**src/rtl/alu_arbiter.sv**
```systemverilog
// Two-requester round-robin arbiter feeding a single-entry registered signed ALU.
// The result register is a one-deep skid-free slot: it can drain and refill in the same cycle.
module alu_arbiter #(
   parameter int WIDTH = 8,
   parameter int CNTW  = 8
) (
   input  logic             clk,
   input  logic             rst,
   input  logic             s0_valid,
   output logic             s0_ready,
   input  logic [2:0]       s0_sel,
   input  logic [WIDTH-1:0] s0_a,
   input  logic [WIDTH-1:0] s0_b,
   input  logic             s1_valid,
   output logic             s1_ready,
   input  logic [2:0]       s1_sel,
   input  logic [WIDTH-1:0] s1_a,
   input  logic [WIDTH-1:0] s1_b,
   output logic             m_valid,
   input  logic             m_ready,
   output logic [WIDTH-1:0] m_c,
   output logic             m_z,
   output logic             m_err,
   output logic             m_id,
   output logic [CNTW-1:0]  cnt0,
   output logic [CNTW-1:0]  cnt1
);

   typedef enum logic {EMPTY, FULL} state_t;

   localparam logic [WIDTH-1:0] MOST_NEG = {1'b1, {(WIDTH-1){1'b0}}};

   state_t           state_q;
   logic             ptr_q, m_z_q, m_err_q, m_id_q;
   logic [WIDTH-1:0] m_c_q;
   logic [CNTW-1:0]  cnt0_q, cnt1_q;

   logic free, drain, gnt0, gnt1, accept;

   assign free   = (state_q == EMPTY) | m_ready;
   assign drain  = (state_q == FULL) & m_ready;
   assign gnt0   = !rst & free & s0_valid & (!s1_valid | !ptr_q);
   assign gnt1   = !rst & free & s1_valid & (!s0_valid | ptr_q);
   assign accept = gnt0 | gnt1;

   assign s0_ready = gnt0;
   assign s1_ready = gnt1;

   // Operand mux follows the grant so the ALU sees only the winning command.
   logic [2:0]              op_sel;
   logic signed [WIDTH-1:0] op_a, op_b, c_d;
   logic                    err_d, ovf;

   assign op_sel = gnt1 ? s1_sel : s0_sel;
   assign op_a   = gnt1 ? s1_a   : s0_a;
   assign op_b   = gnt1 ? s1_b   : s0_b;
   assign ovf    = (op_a == MOST_NEG) && (op_b == '1);

   always_comb begin
      c_d   = '0;
      err_d = 1'b0;
      case (op_sel)
         3'b000: c_d = op_a + op_b;
         3'b001: c_d = op_a - op_b;
         3'b010: c_d = op_a * op_b;
         3'b011: begin
            if (op_b == '0) err_d = 1'b1;
            else if (ovf)   c_d = MOST_NEG;
            else            c_d = op_a / op_b;
         end
         3'b100: begin
            // Overflow case is handled explicitly; its remainder is exactly zero.
            if (op_b == '0) err_d = 1'b1;
            else if (!ovf)  c_d = op_a % op_b;
         end
         default: c_d = op_a;
      endcase
   end

   always_ff @(posedge clk or posedge rst) begin
      if (rst) begin
         state_q <= EMPTY;
         ptr_q   <= 1'b0;
         m_c_q   <= '0;
         m_z_q   <= 1'b0;
         m_err_q <= 1'b0;
         m_id_q  <= 1'b0;
         cnt0_q  <= '0;
         cnt1_q  <= '0;
      end else begin
         if (drain && !m_id_q) cnt0_q <= cnt0_q + 1'b1;
         if (drain &&  m_id_q) cnt1_q <= cnt1_q + 1'b1;
         if (accept) begin
            state_q <= FULL;
            ptr_q   <= gnt0;
            m_c_q   <= c_d;
            m_z_q   <= (c_d == '0);
            m_err_q <= err_d;
            m_id_q  <= gnt1;
         end else if (drain) begin
            state_q <= EMPTY;
         end
      end
   end

   assign m_valid = (state_q == FULL);
   assign m_c     = m_c_q;
   assign m_z     = m_z_q;
   assign m_err   = m_err_q;
   assign m_id    = m_id_q;
   assign cnt0    = cnt0_q;
   assign cnt1    = cnt1_q;

endmodule

```
**config.mk**
```make
export PLATFORM = sky130hd
export DESIGN_NAME = alu_arbiter
export DESIGN_NICKNAME = d
export VERILOG_FILES = /design/src/rtl/alu_arbiter.sv
export SDC_FILE = /design/constraint.sdc
export NUM_CORES = 1
export LEC_CHECK = 0
export BUFFER_PORTS_ARGS = -buffer_cell sky130_fd_sc_hd__buf_2
export CAP_MARGIN = 20
export CORE_MARGIN = 2
export CORE_UTILIZATION = 35
export CTS_CLUSTER_DIAMETER = 50
export CTS_CLUSTER_SIZE = 12
export DETAILED_ROUTE_END_ITERATION = 12
export GPL_ROUTABILITY_DRIVEN = 1
export PLACE_DENSITY = 0.59
export SLEW_MARGIN = 10
export SYNTH_ARGS = -nofsm -noshare
export SYNTH_HDL_FRONTEND = slang
export SYNTH_SLANG_ARGS = --single-unit
```
**constraint.sdc**
```tcl
create_clock -name clk -period 22.4 [get_ports clk]
set_input_delay 2.24 -clock clk [delete_from_list [all_inputs] [get_ports clk]]
set_output_delay 2.24 -clock clk [all_outputs]
set_load 0.01 [all_outputs]
```
==> run summary <==
The residual DRC count is 0. The TritonCTS sink count is 29. The kind of cell with the highest combined delay along the critical path is compound AO/OA/AOI/OAI gates. For the final database, setup skew stands at roughly 0.0054 ns. The H-tree level count is 2. The buffers inserted during post-CTS setup optimization came out at 0. The total leakage power came out at approximately 3.4 nW. The number of primary I/O pins is 73. The overall die width came out at around 140 µm. Derived from the worst setup path, the maximum achievable clock frequency is 49.2 MHz. The cell taking the most area after synthesis is sky130_fd_sc_hd__ha_1.

The standard cell with the maximum stage delay on the critical path is sky130_fd_sc_hd__mux2i_1. The number of vias after detailed routing is ~6.4k. The area of the die came out at a little under 20,000 µm². After synthesis, the netlist uses 92 different library cells. The quantity of hold-fixing buffers added after cts is 0. Clock latency on the worst-skew pair, taken at its later pin, is 0.27 ns. Max-cap violations in this run came to 0. After synthesis, the cell types taking the most area are sky130_fd_sc_hd__ha_1 13%, sky130_fd_sc_hd__dfrtp_1 11%, sky130_fd_sc_hd__xnor2_1 6.7%. Setup repair after global routing left no endpoint under its margin. The net count after synthesis came out at approximately 960.

The critical path depth is just over 70. The via density per instance is 5.67. For this configuration, the core starts out at a cell density of roughly 35%.

The multi-input logic area is ~5400 µm². The worst setup path is of the input port to flip-flop kind. The violation count after the first detailed-route iteration came out at 340. The post-synthesis register bit count came out at 29. The repair_antennas step left the layout with diodes totalling 0. The power density over cell area came out at 128 nW/µm². The floorplan step set the die height to roughly 140 µm. Across the whole layout, storage elements account for ~730 µm². The largest fanout of any net on the critical path came out at 31. Yosys mapped a number of flops with a built-in enable equal to 0.

The kind of capture point of the worst setup path is a flip-flop. Across all register-to-register paths, the minimum setup slack is approximately 4 ns. After detailed routing, the average wire length per cell comes to 17.6 µm. In the finished design, the share of the clock period the worst path needs comes to roughly 91%. The tree is rooted in a sky130_fd_sc_hd__clkbuf_16. The final antenna-violating net count came out at 0. The clock period could shrink to about 20 ns.

The proportion of layout cells with a drive suffix above 1 is roughly 17%. The most common cell in the synthesized netlist is sky130_fd_sc_hd__nor2_1. For this run, the detailed router's first-pass iteration total came to 7.

The filler cell count in the final layout is ~2k. At the end of routability-driven placement, the weighted congestion stood at between 0.9 and 1. The area growth from synthesis to final layout came out at 10.7%. Summed over its instances, the top area cell type makes up 13.2% of the synthesized netlist area. The floorplan has 50 rows. STA classifies the critical path startpoint as an input port. The number of global-route vias before repair is ~6.1k. The core region is 18,500 µm².

The post-detailed-routing wire length is ~20,000 µm. The startpoint identified for the worst register-to-register timing path is ptr_q. Sequential cells were found to cover about 11% of the synthesized design area. After clock tree synthesis, the clock-pin slew on the worst setup and hold paths is about 0.05 ns.

VDD sags by at most 0.0744 mV. The number of gates resized after CTS was 0. The critical path contains buffers and inverters numbering 7 combined. The number of instances in the synthesized netlist is between 800 and 900.

The largest net degree at the start of global routing is 50. The tightest slew margin relative to the limit is 19.3%. The number of pins with negative max-slew slack in the final report is 0.

Following the worst setup path forward leads to its endpoint at m_z. The count of warnings emitted by yosys came out at 0. The number of I/O port buffers is about 70. In the synthesized netlist the dominant register cell turns out to be sky130_fd_sc_hd__dfrtp_1. Sorting the synthesized cells by how often they occur yields 86 x sky130_fd_sc_hd__nor2_1, 72 x sky130_fd_sc_hd__nand2_1, 69 x sky130_fd_sc_hd__ha_1. The transition time at the pin with the least slew margin is ~1.2 ns.

The initial antenna violation count came to 0. The stage delay of the slowest cell on the critical path is approximately 0.73 ns. The final setup TNS came out at 0 ns.

The global-route total usage across every layer came out at between 20 and 25%. The tightest min-delay check is of the flip-flop to flip-flop type. At the end of the flow, the number of nets in the layout was 1,021.

The count of cells along the worst register-to-register path is 70. The required time of the critical path came out at 22.58 ns. Tracing the worst setup path back leads to its startpoint at rst. The final count of hold timing violations came out at 0.

The first-pass GRT wire length came out at ~33,000 µm. The total setup violations reported at the end of the flow is 0. The netlist area before placement came out at 6550 µm².

STA puts the critical path data arrival time at 20.52 ns. The final total power came out at 0.000928 W. The half-perimeter wire length of the detailed placement result is between 15,000 and 20,000 µm. The average footprint of a synthesized cell is about 7.9 µm². The number of buffers on the longest clock path is 2. TritonCTS built the clock tree. The share of synthesized registers carrying an async set or reset is 100%. The worst flop-to-flop path endpoint is m_z. The flow ran to the end, and the final reports show no timing, DRC or antenna violations.

Global routing finished with a remaining overflow of 0. The number of CTS-inserted buffers is 5.
-- logic make-up (layout without fill, tap and decap cells) --
family | Yosys count | count (layout) | synth area share, %
compound gates | 195 | 195 | 21.2
xor+xnor | 77 | 77 | 10.5
buf+inv | 85 | 148 | 6.43
flops | 29 | 29 | 11.1
simple gates | 316 | 316 | 25.2
mux | 48 | 48 | 8.13
fa+ha+maj | 83 | 83 | 17.4
-- stage by stage --
stage          area (µm²)  std cells  util (%)  setup WS (ns)  hold WS, ns
6_report             7250       1130      39.2           2.06        0.463
4_1_cts              7250       1129      39.1           2.44        0.469
3_5_place_dp         7070       1121      38.2           2.22        0.462
3_3_place_gp         7070       1121      38.2           2.67        0.457
2_1_floorplan        6550        833         -           3.90        0.460
5_1_grt              7250       1130      39.2          0.304        0.480
-- worst reg2reg max path, delay by kind of cell, from the launching register on --
kind / cells / cell delay, ns
adders and majority gates: 9 / 2.82
and+or+nand+nor: 23 / 4.83
muxes: 5 / 2.27
DFF: 1 / 0.36
AOI/OAI and AO/OA: 29 / 6.78
buffers and inverters: 4 / 1.28
-- cell type report --
cell class                      instances  share of cell area (%)
Multi-Input combinational cell        719                    74.5
Clock buffer                            7                    1.97
Tap cell                              234                    4.04
Sequential cell                        29                    10.0
Inverter                               57                    2.95
Clock inverter                          1                   0.414
Timing Repair Buffer                   83                    6.11
-- routing by layer --
metal | up-vias | track usage, % | share of wire, %
li1 | 3141 | - | -
met1 | 3021 | 28.1 | 48
met2 | 218 | 32.6 | 44
met3 | 32 | 2.45 | 5.8
met4 | 0 | 5.26 | 2.2
met5 | - | 0 | 0
-- placed cells by master (no fill, tap or decap), types with 24 or more instances in the layout --
cell	synthesis	final
sky130_fd_sc_hd__a21oi_1	34	34
sky130_fd_sc_hd__buf_2	9	72
sky130_fd_sc_hd__dfrtp_1	29	29
sky130_fd_sc_hd__ha_1	69	69
sky130_fd_sc_hd__inv_1	55	55
sky130_fd_sc_hd__mux2i_1	29	29
sky130_fd_sc_hd__nand2_1	72	72
sky130_fd_sc_hd__nand3_1	24	24
sky130_fd_sc_hd__nor2_1	86	86
sky130_fd_sc_hd__nor3_1	28	28
sky130_fd_sc_hd__o21ai_0	41	41
sky130_fd_sc_hd__xnor2_1	50	50
sky130_fd_sc_hd__xor2_1	26	26
-- sequential cells by signal (all words and copies together), names as in the netlist --
register and cells:
cnt0 8, cnt1 8, m_c 8, m_err 1
m_id 1, m_valid 1, m_z 1, ptr_q 1
-- power breakdown --
part | internal [W] | switching [W]
registers | 0.0000689 | 0.0000139
logic | 0.000308 | 0.000460
clock network | 0.0000553 | 0.0000217
total | 0.000432 | 0.000496
-- worst min path at each step --
stage                  from      end  cells past startpoint
global route        cnt1[7]  cnt1[7]                      1
global placement    cnt0[7]  cnt0[7]                      1
CTS                 cnt0[7]  cnt0[7]                      1
finish              cnt0[7]  cnt0[7]                      1
detailed placement  cnt1[7]  cnt1[7]                      1
floorplan             ptr_q    ptr_q                      2
Note: power is estimated with default switching activity, not from simulation.
